--- config.mk ---
export PLATFORM = sky130hd
export DESIGN_NAME = mem_arbiter
export DESIGN_NICKNAME = d
export VERILOG_FILES = /design/src/rtl/mem_arbiter.sv
export SDC_FILE = /design/constraint.sdc
export NUM_CORES = 1
export LEC_CHECK = 0
export CORE_ASPECT_RATIO = 0.7
export CORE_MARGIN = 8
export CORE_UTILIZATION = 50
export DETAILED_ROUTE_END_ITERATION = 10
export PLACE_DENSITY_LB_ADDON = 0.15
export SLEW_MARGIN = 10
export SYNTH_ARGS = -nofsm -noshare
export SYNTH_HDL_FRONTEND = slang
export SYNTH_SLANG_ARGS = --single-unit
--- constraint.sdc ---
create_clock -name clk -period 3.8 [get_ports clk]
set_input_delay 0.57 -clock clk [delete_from_list [all_inputs] [get_ports clk]]
set_output_delay 0.57 -clock clk [all_outputs]
set_load 0.01 [all_outputs]
--- src/rtl/mem_arbiter.sv ---
// rtl/mem_arbiter.sv - arbiter/sequencer for the shared byte-wide RAM port (fetch vs load/store)

module mem_arbiter #(
   parameter int ADDR_W = 32
) (
   input  logic              clk,
   input  logic              rst,
   input  logic              if_req,
   input  logic [ADDR_W-1:0] if_addr,
   output logic [31:0]       if_inst,
   output logic              if_done,
   input  logic              mem_req,
   input  logic              mem_we,
   input  logic [1:0]        mem_len,
   input  logic [ADDR_W-1:0] mem_addr,
   input  logic [31:0]       mem_wdata,
   output logic [31:0]       mem_rdata,
   output logic              mem_done,
   input  logic              jump,
   input  logic [7:0]        ram_din,
   output logic [ADDR_W-1:0] ram_a,
   output logic              ram_wr,
   output logic [7:0]        ram_dout
);

   typedef enum logic [1:0] {IDLE, READ, WRITE, DONE} state_t;

   state_t            state, state_n;
   logic              owner_mem, owner_mem_n;
   logic [2:0]        cnt, cnt_n, nbytes, nbytes_n;
   logic [ADDR_W-1:0] base, base_n, ram_a_n;
   logic [31:0]       wdata, wdata_n, acc, acc_n, if_inst_n, mem_rdata_n;
   logic              ram_wr_n;
   logic [7:0]        ram_dout_n;
   logic [2:0]        cnt_inc, cnt_dec;
   logic [ADDR_W-1:0] next_addr;

   assign cnt_inc   = cnt + 3'd1;
   assign cnt_dec   = cnt - 3'd1;
   assign next_addr = base + ADDR_W'(cnt_inc);

   assign if_done  = (state == DONE) && !owner_mem;
   assign mem_done = (state == DONE) && owner_mem;

   always_ff @(posedge clk) begin
      if (rst) begin
         state     <= IDLE;
         owner_mem <= 1'b0;
         cnt       <= 3'd0;
         nbytes    <= 3'd0;
         base      <= '0;
         wdata     <= '0;
         acc       <= '0;
         if_inst   <= '0;
         mem_rdata <= '0;
         ram_a     <= '0;
         ram_wr    <= 1'b0;
         ram_dout  <= 8'd0;
      end else begin
         state     <= state_n;
         owner_mem <= owner_mem_n;
         cnt       <= cnt_n;
         nbytes    <= nbytes_n;
         base      <= base_n;
         wdata     <= wdata_n;
         acc       <= acc_n;
         if_inst   <= if_inst_n;
         mem_rdata <= mem_rdata_n;
         ram_a     <= ram_a_n;
         ram_wr    <= ram_wr_n;
         ram_dout  <= ram_dout_n;
      end
   end

   always_comb begin
      state_n     = state;
      owner_mem_n = owner_mem;
      cnt_n       = cnt;
      nbytes_n    = nbytes;
      base_n      = base;
      wdata_n     = wdata;
      acc_n       = acc;
      if_inst_n   = if_inst;
      mem_rdata_n = mem_rdata;
      ram_a_n     = '0;
      ram_wr_n    = 1'b0;
      ram_dout_n  = 8'd0;

      unique case (state)
         IDLE: begin
            // MEM wins: it belongs to the older instruction in the pipe
            if (mem_req) begin
               owner_mem_n = 1'b1;
               base_n      = mem_addr;
               wdata_n     = mem_wdata;
               nbytes_n    = (mem_len == 2'b00) ? 3'd1 : (mem_len == 2'b01) ? 3'd2 : 3'd4;
               cnt_n       = 3'd0;
               acc_n       = '0;
               ram_a_n     = mem_addr;
               if (mem_we) begin
                  state_n    = WRITE;
                  ram_wr_n   = 1'b1;
                  ram_dout_n = mem_wdata[7:0];
               end else begin
                  state_n = READ;
               end
            end else if (if_req && !jump) begin
               owner_mem_n = 1'b0;
               base_n      = if_addr;
               nbytes_n    = 3'd4;
               cnt_n       = 3'd0;
               acc_n       = '0;
               ram_a_n     = if_addr;
               state_n     = READ;
            end
         end
         READ: begin
            if (!owner_mem && jump) begin
               state_n = IDLE;
               cnt_n   = 3'd0;
            end else begin
               // ram_din lags the address by one cycle, so byte cnt-1 arrives now
               if (cnt != 3'd0)
                  acc_n[{cnt_dec[1:0], 3'b000} +: 8] = ram_din;
               if (cnt_inc < nbytes)
                  ram_a_n = next_addr;
               if (cnt == nbytes) begin
                  state_n = DONE;
                  cnt_n   = 3'd0;
                  if (owner_mem)
                     mem_rdata_n = acc_n;
                  else
                     if_inst_n = acc_n;
               end else begin
                  cnt_n = cnt_inc;
               end
            end
         end
         WRITE: begin
            if (cnt_inc < nbytes) begin
               ram_a_n    = next_addr;
               ram_wr_n   = 1'b1;
               ram_dout_n = wdata[{cnt_inc[1:0], 3'b000} +: 8];
               cnt_n      = cnt_inc;
            end else begin
               state_n = DONE;
               cnt_n   = 3'd0;
            end
         end
         DONE: state_n = IDLE;
         default: state_n = IDLE;
      endcase
   end

endmodule

==> results of run 1 <==
state kept, by name, summed over array words and instances (netlist names), 2 cells and up:
register	flops
acc	32
ram_a	32
ram_dout	8
mem_rdata	32
base	32
cnt	3
nbytes	3
wdata	32
state	2
if_inst	32
logic make-up (layout without fill, tap and decap cells):
family | count (synthesis) | after routing | synth area share (%)
fa+ha+maj | 18 | 18 | 2.60
mux | 40 | 40 | 5.60
xor+xnor | 33 | 33 | 3.23
compound gates | 264 | 264 | 20.7
flops | 210 | 210 | 46.9
simple gates | 329 | 329 | 17.2
buf+inv | 86 | 277 | 3.79
cell usage after synthesis, drive strengths merged (3+ instances only):
cell type	n
a211oi	93
a21oi	60
a22oi	42
a2bb2oi	24
and2	5
and3	7
and4	6
buf	16
clkbuf	56
dfxtp	210
ha	17
inv	14
mux2i	31
mux4	8
nand2	105
nand2b	11
nand3	10
nand4	5
nor2	147
nor2b	3
nor3	12
nor3b	3
nor4	8
o21ai	7
o22ai	26
xnor2	24
xor2	9
critical path, stage by stage, from the launching register on:
cell and delay [ns]:
dfxtp_1 0.51, inv_1 0.18, ha_1 0.34, buf_4 0.28
ha_1 0.28, nand3_1 0.13, and2_1 0.68, nor4_4 0.11
xnor2_1 0.23, o32ai_2 0.11
cell type report:
cell class / instances / share of cell area [%]
multi-input combinational: 684 / 37.3
sequential: 210 / 35.4
timing repair buffer: 229 / 19.0
clock buffer: 29 / 4.85
tap: 236 / 2.49
clock inverter: 5 / 0.475
inverter: 14 / 0.443
worst paths after layout:
kind                              from                    to  slack, ns
setup reg to reg   cnt[0]$_SDFFE_PP0P_  ram_a[31]$_SDFF_PP0_       0.80
hold reg to reg   acc[31]$_SDFFE_PP0P_  acc[31]$_SDFFE_PP0P_       0.45
setup / recovery   cnt[0]$_SDFFE_PP0P_  ram_a[31]$_SDFF_PP0_       0.80
hold / removal                     rst   ram_a[1]$_SDFF_PP0_       0.44
power by group:
group | switching (mW) | internal [mW] | leakage (nW)
Clock | 0.836 | 1.12 | 0.307
Sequential | 0.305 | 2.60 | 1.71
Combinational | 1.13 | 0.978 | 2.12
Total | 2.27 | 4.70 | 4.14
routing by layer:
metal,wire (µm),track usage [%],share of wire (%)
met1,12000,30.8,47
met2,11100,32.5,44
met3,1950,5.77,7.7
met4,324,3.78,1.3
met5,0,0,0
==> results.sh, run 1 <==
export IMPL_status="finished, final reports clean"
export IMPL_antennaDiodeCount=0
export IMPL_post_cts_setup_buffer_count=0
export IMPL_grt_use_total_pct=21.6
export IMPL_power_mw=6.97
export IMPL_fin_skew_ns=0.00588
export IMPL_port_buffers=218
export IMPL_start_kind="flop"
export IMPL_synth_seq_cells=210
export IMPL_grt_max_degree=96
export IMPL_die_x_um=176
export IMPL_synthDominantCellAreaShare_pct=46.9
export IMPL_gp_congestion=0.800
export IMPL_antenna_found_initial=0
export IMPL_die_h_um=128
export IMPL_wl_um=25400
export IMPL_relSlewSlack_pct=22.7
export IMPL_synthFlopType="dfxtp_1"
export IMPL_reg2regPathDepth=9
export IMPL_avgRoutedWirePerCell_um=18.0
export IMPL_dpl_cell_area_um2=11200
export IMPL_clkSinkCount=210
export IMPL_max_freq_mhz=333
export IMPL_area_growth_pct=32.4
export IMPL_finish_instance_area_um2=11900
export IMPL_ir_worst_vdd_mv=0.325
export IMPL_drive_above_1_share_pct=6.06
export IMPL_dp_cells=1373
export IMPL_htreeDepth=1
export IMPL_synth_warning_count=0
export IMPL_cts_resized=0
export IMPL_rsz0062_at_grt="false"
export IMPL_timing_final_crit_share_pct=78.9
export IMPL_hold_ws_ns=0.436
export IMPL_drt_first_pass_iters=5
export IMPL_tns_ns=0
export IMPL_nFillCells=1477
export IMPL_drc_errors=0
export IMPL_critPathRequiredTime_ns=4.14
export IMPL_postSynthAreaPerCell_um2=9.14
export IMPL_critPathKind="reg -> reg"
export IMPL_synth_top_area_cell="dfxtp_1"
export IMPL_setup_ws_ns=0.800
export IMPL_clock_path_buffers=3
export IMPL_grt_overflow_total=0
export IMPL_powerDensity_nw_per_um2=588
export IMPL_synth_area_leaders="dfxtp_1 47%, a211oi_1 7.8%, nor2_1 6.2%, nand2_1 4.4%, a22oi_1 3.5%"
export IMPL_hp_class="in -> reg"
export IMPL_rows=41
export IMPL_core_area_um2=17800
export IMPL_ys_async_sr_fraction_pct=0
export IMPL_start_util_pct=50.3
export IMPL_ant_nets=0
export IMPL_clk_latency_ns=0.49
export IMPL_hold_viol_final=0
export IMPL_multi_input_area_um2=4420
export IMPL_tightestPinTransition_ns=1.16
export IMPL_cellLeakagePower_nw=4.14
export IMPL_hpwl_um=17900
export IMPL_crit_fanout=15
export IMPL_netlist_instances=980
export IMPL_nNetsFinal=1290
export IMPL_mostFrequentLayoutCells="216 x clkdlybuf4s50_1, 210 x dfxtp_1, 147 x nor2_1"
export IMPL_post_route_min_period_ns=3.00
export IMPL_register_area_um2=4200
export IMPL_cts_hold_buf=0
export IMPL_maxCapViolCount=0
export IMPL_vias_per_cell=5.56
export IMPL_maxSlewViolCount=0
export IMPL_clkSlewWorstSetupHoldPaths_ns=0.06
export IMPL_dieArea_um2=22500
export IMPL_whs_path_depth=3
export IMPL_grt_pass1_vias=7296
export IMPL_dp_slack_ns=0.828
export IMPL_cts_tree="yes"
export IMPL_io_pins=219
export IMPL_syn_cell_area_um2=8950
export IMPL_instances_no_fill=1407
export IMPL_synth_edf_count=0
export IMPL_syn_num_nets=1110
export IMPL_netlist_cell_type_count=52
export IMPL_endpoint_kind="flop"
export IMPL_setup_viol=0
export IMPL_synth_seq_area_share_pct=46.9
export IMPL_drt_iter0_drc=627
export IMPL_numCtsBuffers=21
export IMPL_vias=7823
export IMPL_final_common_cell="clkdlybuf4s50_1"
export IMPL_grt_first_pass_wirelength_um=40300
export IMPL_crit_arrival_ns=3.34
export IMPL_clockRootBuffer="clkbuf_16"
export IMPL_finish_utilization_pct=66.6
Power figures use the tool's default switching activity.
==> run 2: changes to the inputs <==
==> constraint.sdc (replaced) <==
create_clock -name clk -period 3.1 [get_ports clk]
set_input_delay 0.465 -clock clk [delete_from_list [all_inputs] [get_ports clk]]
set_output_delay 0.465 -clock clk [all_outputs]
set_load 0.01 [all_outputs]
==> run 2 against run 1 <==
  * Clock skew rose by 0.0033 ns
  * Combinational power rose by 25%
  * Wire length fell by 0.35%
  * Sequential share of layout area fell by 0.42 points
  * Setup slack got worse by 0.35 ns
  * First-iteration DRC count fell by 0.64%
  * Clock-buffer cell count did not move
  * Worst hold slack got worse by 0.10 ns
  * Largest power group unchanged
==> results.sh, run 2 (synthesized netlist as in run 1, its figures left out) <==
export IMPL_clockRootBuffer="clkbuf_16"
export IMPL_hpwl_um=17800
export IMPL_start_kind="flop"
export IMPL_crit_chain="inv_1, ha_1, inv_1, fa_1, nor2b_1, o2111ai_1, nor4_1, xnor2_1, o22ai_1"
export IMPL_endpoint_kind="flop"
export IMPL_cts_hold_buf=0
export IMPL_status="finished, final reports clean"
export IMPL_grt_overflow_total=0
export IMPL_grt_use_met2_pct=32.2
export IMPL_startpoint="cnt[1]$_SDFFE_PP0P_"
export IMPL_critPathRequiredTime_ns=3.47
export IMPL_rsz0062_at_grt="false"
export IMPL_fin_skew_ns=0.00919
export IMPL_nFillCells=1491
export IMPL_busiest_layer="met2"
export IMPL_die_x_um=176
export IMPL_area_growth_pct=34.1
export IMPL_hp_class="in -> reg"
export IMPL_reg2regPathDepth=9
export IMPL_grt_max_degree=108
export IMPL_vias=7913
export IMPL_dieArea_um2=22500
export IMPL_timing_final_crit_share_pct=85.6
export IMPL_tightestPinTransition_ns=0.767
export IMPL_powerDensity_nw_per_um2=733
export IMPL_r2r_start="cnt[1]$_SDFFE_PP0P_"
export IMPL_relSlewSlack_pct=48.7
export IMPL_final_common_cell="clkdlybuf4s50_1"
export IMPL_grt_first_pass_wirelength_um=40000
export IMPL_htreeDepth=1
export IMPL_clk_latency_ns=0.49
export IMPL_critPathKind="reg -> reg"
export IMPL_grt_use_met1_pct=31.3
export IMPL_drive_above_1_share_pct=6.87
export IMPL_r2r_end="ram_a[26]$_SDFF_PP0_"
export IMPL_cts_tree="yes"
export IMPL_dp_slack_ns=0.456
export IMPL_maxSlewViolCount=0
export IMPL_io_pins=219
export IMPL_numCtsBuffers=20
export IMPL_maxCapViolCount=0
export IMPL_port_buffers=218
export IMPL_hold_ws_ns=0.334
export IMPL_critical_path_max_stage_delay_ns=0.46
export IMPL_cts_resized=0
export IMPL_cellLeakagePower_nw=4.22
export IMPL_post_cts_setup_buffer_count=0
export IMPL_grt_use_met3_pct=4.53
export IMPL_wl_um=25300
export IMPL_hold_viol_final=0
export IMPL_cp_endpoint="ram_a[26]$_SDFF_PP0_"
export IMPL_die_h_um=128
export IMPL_ant_nets=0
export IMPL_antennaDiodeCount=0
export IMPL_core_area_um2=17800
export IMPL_setup_viol=0
export IMPL_grt_use_total_pct=21.4
export IMPL_clock_path_buffers=3
export IMPL_r2r_slack_ns=0.45
export IMPL_max_freq_mhz=377
export IMPL_crit_arrival_ns=3.02
export IMPL_gp_congestion=0.835
export IMPL_crit_fanout=6
export IMPL_tns_ns=0
export IMPL_nNetsFinal=1295
export IMPL_mostFrequentLayoutCells="216 x clkdlybuf4s50_1, 210 x dfxtp_1, 147 x nor2_1"
export IMPL_vias_per_cell=5.59
export IMPL_antenna_found_initial=0
export IMPL_clkSinkCount=210
export IMPL_drt_first_pass_iters=5
export IMPL_crit_path_frequent_cell="inv_1"
export IMPL_drc_errors=0
export IMPL_avgRoutedWirePerCell_um=17.9
export IMPL_ir_worst_vdd_mv=0.432
export IMPL_rows=41
export IMPL_critPathSlowestCell="dfxtp_1"
export IMPL_start_util_pct=50.3
export IMPL_drt_iter0_drc=623
export IMPL_setup_ws_ns=0.447
export IMPL_post_route_min_period_ns=2.65
export IMPL_grt_pass1_vias=7516
export IMPL_clkSlewWorstSetupHoldPaths_ns=0.07
## run 2: critical path, delay by kind of cell, from the launching register on
family	cells	cell delay [ns]
AOI/OAI and AO/OA	2	0.38
xor gates and xnor gates	1	0.16
adders and majority gates	2	0.75
buffers and inverters	2	0.18
DFF	1	0.46
and+or+nand+nor	2	0.59
## run 2: layout make-up
type,instances,area [µm²],share of cell area [%]
clock buffers,29,596,4.96
clock inverters,7,110,0.917
inverters,14,52.6,0.438
multi-input cells,684,4420,36.8
flip-flops and latches,210,4200,35.0
well taps,236,295,2.46
repair buffers,235,2330,19.4
## run 2: layer usage
metal | vias up | wire, µm
li1 | 3888 | -
met1 | 3772 | 12500
met2 | 229 | 10800
met3 | 24 | 1670
met4 | 0 | 280
met5 | - | 0
## run 2: metrics by stage
step	total power [mW]	util [%]	std cells	instance area [µm²]
after CTS	8.84	67.4	1415	12000
after global routing	9.27	67.4	1415	12000
final	8.80	67.4	1415	12000
after detailed placement	6.21	63.5	1379	11300
after floorplan	5.10	-	980	8960
after global placement	6.17	63.5	1379	11300
## run 2: how the worst min path moves through the flow
stage	start	end	cells after the start
after floorplan	acc[24]$_SDFFE_PP0P_	acc[24]$_SDFFE_PP0P_	2
after detailed placement	wdata[17]$_SDFFE_PP0P_	wdata[17]$_SDFFE_PP0P_	2
after global placement	acc[26]$_SDFFE_PP0P_	acc[26]$_SDFFE_PP0P_	2
after CTS	rst	ram_a[1]$_SDFF_PP0_	3
final	rst	ram_a[1]$_SDFF_PP0_	3
after global routing	rst	ram_a[1]$_SDFF_PP0_	3
## run 2: where the power goes
part	switching [mW]	internal, mW	leakage, nW	total [mW]
Clock	1.04	1.59	0.350	2.62
Combinational	1.40	1.23	2.15	2.63
Sequential	0.362	3.18	1.71	3.54
Total	2.80	6.00	4.22	8.80
